--- src/rtl/spi_pkg.sv ---
// Shared SPI datapath definitions: FSM encoding, counter width helper, bit-order constants.
package spi_pkg;

  typedef enum logic {
    ST_IDLE  = 1'b0,
    ST_SHIFT = 1'b1
  } state_e;

  localparam bit MSB_FIRST = 1'b0;
  localparam bit LSB_FIRST = 1'b1;

  // Width of a counter holding 0..data_w-1 (data_w >= 2).
  function automatic int unsigned cnt_w(input int unsigned data_w);
    return $clog2(data_w);
  endfunction

endpackage

--- src/rtl/sipo_out_buf.sv ---
// One-entry valid/ready holding register for completed words, with overrun detection.
module sipo_out_buf #(
  parameter int unsigned DATA_W = 10
) (
  input  logic              clk,
  input  logic              rst_n,
  input  logic              load,
  input  logic [DATA_W-1:0] word,
  input  logic              out_ready,
  input  logic              clr_ovr,
  output logic [DATA_W-1:0] parallel_data,
  output logic              data_valid,
  output logic              overrun,
  output logic              overrun_sticky
);

  logic drop_c;

  // A completed word is dropped only when an unaccepted word is still held.
  assign drop_c = load && data_valid && !out_ready;

  always_ff @(posedge clk) begin
    if (!rst_n) begin
      parallel_data  <= '0;
      data_valid     <= 1'b0;
      overrun        <= 1'b0;
      overrun_sticky <= 1'b0;
    end else begin
      overrun <= drop_c;
      if (load) begin
        if (!drop_c) begin
          parallel_data <= word;
          data_valid    <= 1'b1;
        end
      end else if (out_ready) begin
        data_valid <= 1'b0;
      end
      // A new overrun beats a simultaneous clear.
      if (drop_c) begin
        overrun_sticky <= 1'b1;
      end else if (clr_ovr) begin
        overrun_sticky <= 1'b0;
      end
    end
  end

endmodule

--- src/rtl/spi_sipo_deser.sv ---
// SPI slave serial-to-parallel deserializer: bit FSM, counter and shift register
// feeding a one-entry valid/ready output buffer.
module spi_sipo_deser
  import spi_pkg::*;
#(
  parameter int unsigned  DATA_W       = 10,
  parameter bit           LSB_FIRST    = 1'b0,
  parameter bit           HOLD_ON_IDLE = 1'b0,
  localparam int unsigned CNT_W        = cnt_w(DATA_W)
) (
  input  logic              clk,
  input  logic              rst_n,
  input  logic              enable,
  input  logic              serial_in,
  input  logic              out_ready,
  input  logic              clr_ovr,
  output logic [DATA_W-1:0] parallel_data,
  output logic              data_valid,
  output logic [CNT_W-1:0]  bit_count,
  output logic              overrun,
  output logic              overrun_sticky,
  output logic              frame_abort
);

  localparam logic [CNT_W-1:0] LAST_BIT = CNT_W'(DATA_W - 1);

  state_e            state, state_nxt;
  logic [DATA_W-1:0] sr, sr_nxt, sr_shift_c;
  logic [CNT_W-1:0]  cnt_nxt;
  logic              abort_nxt;
  logic              load_c;

  // Shift register advanced by one bit; on the last bit this is the completed word.
  always_comb begin
    if (LSB_FIRST == spi_pkg::LSB_FIRST) begin
      sr_shift_c = {serial_in, sr[DATA_W-1:1]};
    end else begin
      sr_shift_c = {sr[DATA_W-2:0], serial_in};
    end
  end

  always_ff @(posedge clk) begin
    if (!rst_n) begin
      state       <= ST_IDLE;
      sr          <= '0;
      bit_count   <= '0;
      frame_abort <= 1'b0;
    end else begin
      state       <= state_nxt;
      sr          <= sr_nxt;
      bit_count   <= cnt_nxt;
      frame_abort <= abort_nxt;
    end
  end

  always_comb begin
    state_nxt = state;
    sr_nxt    = sr;
    cnt_nxt   = bit_count;
    abort_nxt = 1'b0;
    load_c    = 1'b0;
    unique case (state)
      ST_IDLE: begin
        if (enable) begin
          sr_nxt    = sr_shift_c;
          cnt_nxt   = CNT_W'(1);
          state_nxt = ST_SHIFT;
        end
      end
      ST_SHIFT: begin
        if (enable) begin
          if (bit_count == LAST_BIT) begin
            load_c    = 1'b1;
            sr_nxt    = '0;
            cnt_nxt   = '0;
            state_nxt = ST_IDLE;
          end else begin
            sr_nxt  = sr_shift_c;
            cnt_nxt = bit_count + CNT_W'(1);
          end
        end else if (!HOLD_ON_IDLE) begin
          sr_nxt    = '0;
          cnt_nxt   = '0;
          abort_nxt = 1'b1;
          state_nxt = ST_IDLE;
        end
      end
      default: state_nxt = ST_IDLE;
    endcase
  end

  sipo_out_buf #(
    .DATA_W(DATA_W)
  ) u_out_buf (
    .clk           (clk),
    .rst_n         (rst_n),
    .load          (load_c),
    .word          (sr_shift_c),
    .out_ready     (out_ready),
    .clr_ovr       (clr_ovr),
    .parallel_data (parallel_data),
    .data_valid    (data_valid),
    .overrun       (overrun),
    .overrun_sticky(overrun_sticky)
  );

endmodule

--- config.mk ---
export PLATFORM = sky130hd
export DESIGN_NAME = spi_sipo_deser
export DESIGN_NICKNAME = d
export VERILOG_FILES = /design/src/rtl/spi_pkg.sv /design/src/rtl/sipo_out_buf.sv /design/src/rtl/spi_sipo_deser.sv
export SDC_FILE = /design/constraint.sdc
export NUM_CORES = 1
export LEC_CHECK = 0
export CAP_MARGIN = 10
export CORE_MARGIN = 2
export CORE_UTILIZATION = 52
export DETAILED_ROUTE_END_ITERATION = 10
export PLACE_DENSITY = 0.81
export SLEW_MARGIN = 20
export SYNTH_ARGS = -nofsm -noshare
export SYNTH_HDL_FRONTEND = slang
export SYNTH_SLANG_ARGS = --single-unit
--- constraint.sdc ---
create_clock -name clk -period 4.35 [get_ports clk]
set_clock_uncertainty 0.1 [all_clocks]
set_input_delay 0.87 -clock clk [delete_from_list [all_inputs] [get_ports clk]]
set_output_delay 0.87 -clock clk [all_outputs]
set_load 0.01 [all_outputs]
======== Word level (Yosys, flattened, before mapping) ========
Index checks and enable logic that the tools add are counted.
word-level totals
  bits in registers ....................... 28
  bits of input ports ..................... 6
  output and inout bits ................... 18
  word-level logic and storage cells ...... 43
cells by class
  add/subtract/negate cells ............... 1
  eq/ne operators ......................... 3
  multiplexer cells ....................... 21
  bitwise logic cells ..................... 2
  reductions and logical operators ........ 8
operators with widths
  operator               count
  $mux W9                3
  $pmux W9 S2            1
  $mux W1                12
  $mux W4                3
  $pmux W4 S2            1
  $reduce_and A2 Y1      3
  $add A4 B1 Y4 const B  1
  $eq A4 B4 Y1 const B   1
  $ne A2 B2 Y1 const B   2
  $reduce_bool A2 Y1     2
  $logic_and A1 B1 Y1    2
  $not A1 Y1             2
  $pmux W1 S2            1
  $logic_not A1 Y1       1

======== Depth between registers and ports, before layout ========
Gate-level depths: netlist of the first run.
  depth in word-level cells ............... 8
  gate-level depth with buffers ........... 6
  mapped depth without buffers ............ 5

======== By module ========
A second synthesis of the first run with hierarchy kept.
unflattened totals
  cell total of the unflattened synthesis .. 107
  area total of the unflattened synthesis .. 1,098.6 µm²
by module, submodules not included
  module          times used  cells an instance  area each (µm²)
  spi_sipo_deser  1           54                 588.1
  sipo_out_buf    1           53                 510.5

======== Worst setup path after synthesis of the first run ========
No wires, ideal clock.
  path kind ............................... input-to-reg
  start point ............................. input enable
  end point ............................... register u_out_buf.overrun_sticky
  arrival time ............................ 1,555 ps
  path slack .............................. 2,580 ps
  stages on the path ...................... 4
  buffers on the path ..................... 1
  path through ............................ buf_4 and2_1 and3b_2 o21a_1
between the ends
  word-level cells in the longest chain between the ends .. 5
  elaborated cells between the ends (all ways) .. 6
ends and longest elaborated chain
  what                                           line                  text
  start: declaration                             spi_sipo_deser.sv:13  input logic enable,
  $mux W1 *                                      spi_sipo_deser.sv:71  if (enable) begin
  $mux W1 *                                      spi_sipo_deser.sv:62  unique case (state)
  $logic_and A1 B1 Y1 * (2 in a row)             sipo_out_buf.sv:20    assign drop_c = load && data_valid && !out_ready;
  $mux W1 or $reduce_bool A2 Y1 (tied branches)  --
  end signal: assignment                         sipo_out_buf.sv:27    overrun_sticky <= 1'b0;
  end signal: assignment                         sipo_out_buf.sv:40    overrun_sticky <= 1'b1;
  end signal: assignment                         sipo_out_buf.sv:42    overrun_sticky <= 1'b0;
  end: declaration                               sipo_out_buf.sv:14    output logic overrun_sticky
Every way passes the cells marked *; elsewhere a longest branch is shown, timed or not.
A chain may end at the register's enable or synchronous reset.

======== Final worst setup path of the first run ========
  start point ............................. input enable
  end point ............................... register u_out_buf.parallel_data[9]
between the ends
  word-level cells in the longest chain between the ends .. 6
ends and longest elaborated chain
  what                              line                  text
  $mux W1 *                         spi_sipo_deser.sv:71
  $mux W1 *                         spi_sipo_deser.sv:62
  $logic_and A1 B1 Y1 (2 in a row)  sipo_out_buf.sv:20
  $not A1 Y1 (no line)              --
  $reduce_and A2 Y1 (no line) *     --
  end signal: assignment            sipo_out_buf.sv:32    parallel_data <= word;
  end: declaration                  sipo_out_buf.sv:11    output logic [DATA_W-1:0] parallel_data,
Marked as above.

==> flow_summary_export.csv, run 1 <==
group,metric,value,unit
clock_tree,cts_tree,"done",
sta,fin_crit,2590,ps
routing,drc_errors,0,
routing,routed_wl,1960,microns
grt,grt_pass1_vias,800,
floorplanning,io_pins,24,
worst_setup_path,critPathMaxFanout,10,
routing,post_drt_wl_per_cell,12.5,microns
cells_and_area,fin_area,1390,sq um
yosys,synthesis.area,1120,sq um
yosys,synth.net_count,118,
worst_setup_path,crit_required,4520,ps
power_and_ir_drop,power.share.combinational,0.051,
worst_setup_path,endpoint_kind,"flop",
placement,place_congestion,0.783,
cells_and_area,layout_common_cells,"dfxtp_1, clkdlybuf4s50_1, nand2_1",
clock_tree,clock_path_buffers,2,
status,outcome,"completed",
grt,grt.total_usage,0.174,
routing,wl_met3,87,microns
job,timing.max_cap.violations,0,
power_and_ir_drop,leakagePower,0.000525,uW
cells_and_area,antennaDiodeCount,0,
placement,io_buffers,23,
power_and_ir_drop,p_switching,92.5,uW
worst_setup_path,start_kind,"primary input",
worst_setup_path,timing.rr.start,"bit_count[0]$_SDFFE_PN0P_",
worst_setup_path,path_cells,"clkdlybuf4s50_1 > nand2_2 > nor3_2 > mux2i_1",
floorplanning,die_h,50.5,microns
clock_tree,postCtsResizedCells,0,
min_path,min_path_type,"flop to flop",
routing,routed.top_layer,"met3",
grt,grt_overflow_total,0,
sta,rsz0062_at_grt,"false",
worst_setup_path,critPathKind,"primary input to flop",
min_path,worstHoldStart,"u_out_buf.parallel_data[0]$_SDFFE_PN0P_",
clock_tree,cts_setup_buffers,0,
placement,hpwl,1380,microns
routing,vias,837,
routing,detail-route-antenna-nets,0,
clock_tree,hold_buffers,0,
sta,finalHoldViolations,0,
yosys,synth-seq-cells,28,
power_and_ir_drop,power_density,328,nW/um^2
cells_and_area,syn_to_final_growth,23.7,%
placement,post-place-ws,1450,ps
grt,grt_pass1_wl,3460,microns
power_and_ir_drop,netSwitchingFraction,0.203,
clock_tree,cts_root_buffer,"clkbuf_4",
routing,dr.pass1.iters,4,
routing,avgViaCountPerCell,5.33,
floorplanning,rows,16,
clock_tree,cts-buffers-inserted,3,
routing,wl_met2,941,microns
power_and_ir_drop,pwr-share-clk,0.371,
clock_tree,clkSinkCount,28,
sta,fmax,386,MHz
clock_tree,htreeDepth,1,
sta,fin_hold_ws,369,ps
grt,antenna_found_initial,0,
power_and_ir_drop,pwr-share-seq,0.577,
yosys,syn_inst,110,
worst_setup_path,worstPathArrival,2760,ps
cells_and_area,fillers,166,
sta,setup_viol,0,
worst_setup_path,critPathLaunch,"enable",
grt,grt_max_degree,29,
sta,tns,0,ps
cells_and_area,final_common_cell,"dfxtp_1",
cells_and_area,layout-drive-gt1-share,0.0692,
power_and_ir_drop,peakVddDrop,0.237,mV
floorplanning,coreArea,2000,sq um
floorplanning,die_x,50.5,microns
worst_setup_path,critPathMaxStageDelay,760,ps
placement,dpl_cell_area,1340,sq um
sta,drv_slew,0,
routing,drt_iter0_drc,19,
clock_tree,insertion_delay,330,ps
clock_tree,path_clk_slew,150,ps
cells_and_area,final_nets,139,
floorplanning,dieArea,2550,sq um
power_and_ir_drop,p_int,363,uW
sta,max_slew_margin,0.336,
yosys,yosysWarnings,0,
yosys,ys_seq_area_frac,0.499,
floorplanning,initial_core_util,0.561,
sta,tightest_slew,991,ps
worst_setup_path,cp_slowest_cell,"nor3_2",
routing,wl_met1,931,microns
sta,fin_crit_sh,0.595,
sta,layout_setup_ws,1760,ps
yosys,synthDistinctLibCells,31,
yosys,avgSynthCellArea,10.2,sq um
==> cell usage after synthesis, drive strengths merged <==
master   n  area, sq um
or3      1         6.26
nor3     2         26.3
nor2b    3         18.8
nand3    1         5.00
nor2     3         11.3
nand2   22         85.1
o21ai    2         10.0
clkbuf   2         7.51
a22o     9         78.8
buf      5         42.5
and2     2         12.5
nand4    2         12.5
a32oi    1         8.76
mux2i   10          100
ha       2         25.0
a21oi    1         5.00
a31oi    1         6.26
and3b    2         18.8
or2b     1         7.51
nor3b    1         7.51
a21boi   1         7.51
nand3b   1         20.0
o211a    1         10.0
dfxtp   28          561
inv      4         15.0
o21a     2         15.0
==> path summary, 6_finish.rpt <==
| check | slack, ps | endpoint | cells after the start |
|---|---|---|---|
| setup / recovery | 1760 | u_out_buf.parallel_data[9]$_SDFFE_PN0P_ | 4 |
| hold reg to reg | 370 | u_out_buf.parallel_data[0]$_SDFFE_PN0P_ | 2 |
| setup reg to reg | 2270 | u_out_buf.parallel_data[9]$_SDFFE_PN0P_ | 4 |
| hold / removal | 370 | u_out_buf.parallel_data[0]$_SDFFE_PN0P_ | 2 |
==> power groups by stage <==
stage,Combinational [uW],Clock (uW),Sequential [uW]
after floorplan,17.1,0,267
after global placement,22.5,0,268
after detailed placement,23.2,0,268
after CTS,23.4,172,263
after global routing,26.3,181,264
final,23.4,169,263
==> cell families (layout without fill, tap and decap cells) <==
group / count (synthesis) / count (layout) / share of synthesized area
compound gates: 18 / 18 / 0.126
fa+ha+maj: 2 / 2 / 0.0223
buf+inv: 11 / 31 / 0.0579
flops: 28 / 28 / 0.499
mux: 10 / 10 / 0.0891
simple gates: 41 / 41 / 0.206
==> critical path, delay by kind of cell <==
kind	cells	cell delay [ps]
mux	1	280
buf+inv	1	710
simple gates	2	890
==> cell type report <==
cell class	count	area (sq um)	area share
timing repair buffer	23	230	0.166
sequential	28	561	0.403
tap	27	33.8	0.0243
multi-input combinational	71	498	0.358
inverter	4	15.0	0.0108
clock inverter	1	30.0	0.0216
clock buffer	3	22.5	0.0162
==> registers in the layout, indices dropped and copies added (netlist names) <==
| name | count |
|---|---|
| u_out_buf.parallel_data | 10 |
| sr | 9 |
| bit_count | 4 |
| frame_abort | 1 |
| state | 1 |
| u_out_buf.data_valid | 1 |
| u_out_buf.overrun | 1 |
| u_out_buf.overrun_sticky | 1 |
==> through the flow <==
| step | cells | utilization | power, uW |
|---|---|---|---|
| floorplan | 110 | - | 284 |
| global placement | 153 | 0.668 | 291 |
| detailed placement | 153 | 0.668 | 292 |
| CTS | 157 | 0.694 | 458 |
| global route | 157 | 0.694 | 471 |
| finish | 157 | 0.694 | 455 |
==> metal layers <==
| metal | track usage | vias to the layer above |
|---|---|---|
| met1 | 0.209 | 397 |
| met2 | 0.314 | 23 |
| li1 | - | 417 |
| met3 | 0.0238 | 0 |
| met5 | 0 | - |
| met4 | 0.0631 | 0 |
(Power assumes the default switching activity.)
==> run 2, diff against run 1 <==
CORE_UTILIZATION = 44   (was 52)
PLACE_DENSITY = 0.73   (was 0.81)
clock period = 2.1 ns   (was 4.35 ns; I/O delays follow)
==> run 2 against run 1 <==
Clock power is 100% higher. Sequential cell count stayed put. Utilization is 11 points lower. Via count is 0.96% higher. First-iteration DRC count is 16% lower. Combinational power is 120% higher. Cell area is 2.8% higher. Non-clock buffer count is 3 higher. Register-to-register slack worse by 1800 ps. Critical path type is now flop to output port. Largest cell class unchanged.
==> flow_summary_export.csv, run 2 (synthesized netlist as in run 1, its figures left out) <==
group,metric,value,unit
sta,fin_crit,1880,ps
routing,vias,845,
cells_and_area,fillers,219,
worst_setup_path,critPathMaxStageDelay,580,ps
clock_tree,clock_path_buffers,2,
grt,grt_pass1_wl,3440,microns
job,timing.max_cap.violations,0,
sta,tightest_slew,361,ps
placement,place_congestion,0.748,
floorplanning,io_pins,24,
sta,finalHoldViolations,0,
worst_setup_path,crit_required,1580,ps
clock_tree,htreeDepth,1,
grt,use_met2,0.273,
worst_setup_path,critPathMaxFanout,5,
cells_and_area,seqCellArea,561,sq um
clock_tree,clkSinkCount,28,
grt,grt_overflow_total,0,
power_and_ir_drop,power_density,658,nW/um^2
grt,top_usage_layer,"met2",
routing,routed_wl,2100,microns
sta,setup_viol,0,
floorplanning,die_x,54.5,microns
grt,met3_usage,0.0410,
clock_tree,postCtsResizedCells,0,
clock_tree,cts_setup_buffers,0,
status,outcome,"completed",
clock_tree,insertion_delay,320,ps
sta,fmax,532,MHz
cells_and_area,final_nets,142,
routing,detail-route-antenna-nets,0,
floorplanning,coreArea,2450,sq um
clock_tree,path_clk_slew,140,ps
clock_tree,cts-buffers-inserted,3,
routing,post_drt_wl_per_cell,12.9,microns
cells_and_area,layout_common_cells,"dfxtp_1, clkdlybuf4s50_1, nand2_1",
routing,drc_errors,0,
worst_setup_path,path_cells,"clkdlybuf4s50_1",
grt,grt_pass1_vias,779,
cells_and_area,regMostFlops,"u_out_buf.parallel_data",
power_and_ir_drop,power,940,uW
min_path,min_path_type,"flop to flop",
sta,rsz0062_at_grt,"false",
cells_and_area,antennaDiodeCount,0,
sta,drv_slew,0,
cells_and_area,final_common_cell,"dfxtp_1",
grt,grt.total_usage,0.162,
sta,tns,0,ps
worst_setup_path,path_buf_inv,1,
cells_and_area,layout-drive-gt1-share,0.0902,
floorplanning,die_h,54.5,microns
grt,grt_max_degree,21,
grt,antenna_found_initial,0,
grt,use_met1,0.208,
clock_tree,cts_tree,"done",
worst_setup_path,endpoint_kind,"output port",
cells_and_area,largest_reg_flops,10,
floorplanning,initial_core_util,0.458,
worst_setup_path,critPathKind,"flop to output port",
sta,layout_setup_ws,221,ps
sta,max_slew_margin,0.759,
worst_setup_path,critical-path-top-delay-family,"buffers and inverters",
floorplanning,rows,18,
placement,io_buffers,23,
worst_setup_path,cp_slowest_cell,"clkdlybuf4s50_1",
cells_and_area,syn_to_final_growth,27.2,%
power_and_ir_drop,peakVddDrop,0.464,mV
cells_and_area,multiInputGateArea,498,sq um
placement,hpwl,1490,microns
routing,avgViaCountPerCell,5.18,
clock_tree,cts_root_buffer,"clkbuf_4",
worst_setup_path,start_kind,"flop",
routing,dr.pass1.iters,4,
routing,drt_iter0_drc,16,
clock_tree,hold_buffers,0,
cells_and_area,top_regs,"u_out_buf.parallel_data x10, sr x9, bit_count x4",
power_and_ir_drop,leakagePower,0.000543,uW
floorplanning,dieArea,2970,sq um
worst_setup_path,worstPathArrival,1360,ps
sta,fin_crit_sh,0.895,
placement,post-place-ws,208,ps
==> run 2: worst register-to-register path, stage by stage (launching register included) <==
cell	delay [ps]
dfxtp_1	450
ha_1	230
nand3b_4	140
nor3_2	270
buf_12	180
mux2i_1	200
==> run 2: report_power, final <==
group	internal [uW]	total, uW	switching (uW)
registers	537	544	7.45
logic	24.0	52.1	28.1
clock network	193	343	150
==> run 2: routing by layer <==
layer | vias to the layer above | routed length, microns
li1 | 424 | -
met2 | 18 | 1080
met4 | 0 | 0
met1 | 403 | 945
met5 | - | 0
met3 | 0 | 75
==> run 2: layout make-up <==
cell class                      count  area share
Timing Repair Buffer               26       0.186
Inverter                            4      0.0105
Clock buffer                        3      0.0158
Clock inverter                      1      0.0210
Multi-Input combinational cell     71       0.349
Sequential cell                    28       0.392
Tap cell                           30      0.0263
==> run 2: final timing paths <==
path,startpoint,end,slack (ps),cells past startpoint
min reg2reg,u_out_buf.parallel_data[4]$_SDFFE_PN0P_,u_out_buf.parallel_data[4]$_SDFFE_PN0P_,360,2
max reg2reg,bit_count[0]$_SDFFE_PN0P_,u_out_buf.parallel_data[0]$_SDFFE_PN0P_,460,5
max,bit_count[3]$_SDFFE_PN0P_,bit_count[3],220,1
min,u_out_buf.parallel_data[4]$_SDFFE_PN0P_,u_out_buf.parallel_data[4]$_SDFFE_PN0P_,360,2
==> run 2: through the flow <==
step | util | std cells | hold slack (ps) | instance area [sq um]
after floorplan | - | 110 | 338 | 1120
after global placement | 0.561 | 159 | 344 | 1380
after detailed placement | 0.561 | 159 | 350 | 1380
after CTS | 0.582 | 163 | 369 | 1430
after global routing | 0.582 | 163 | 381 | 1430
final | 0.582 | 163 | 363 | 1430
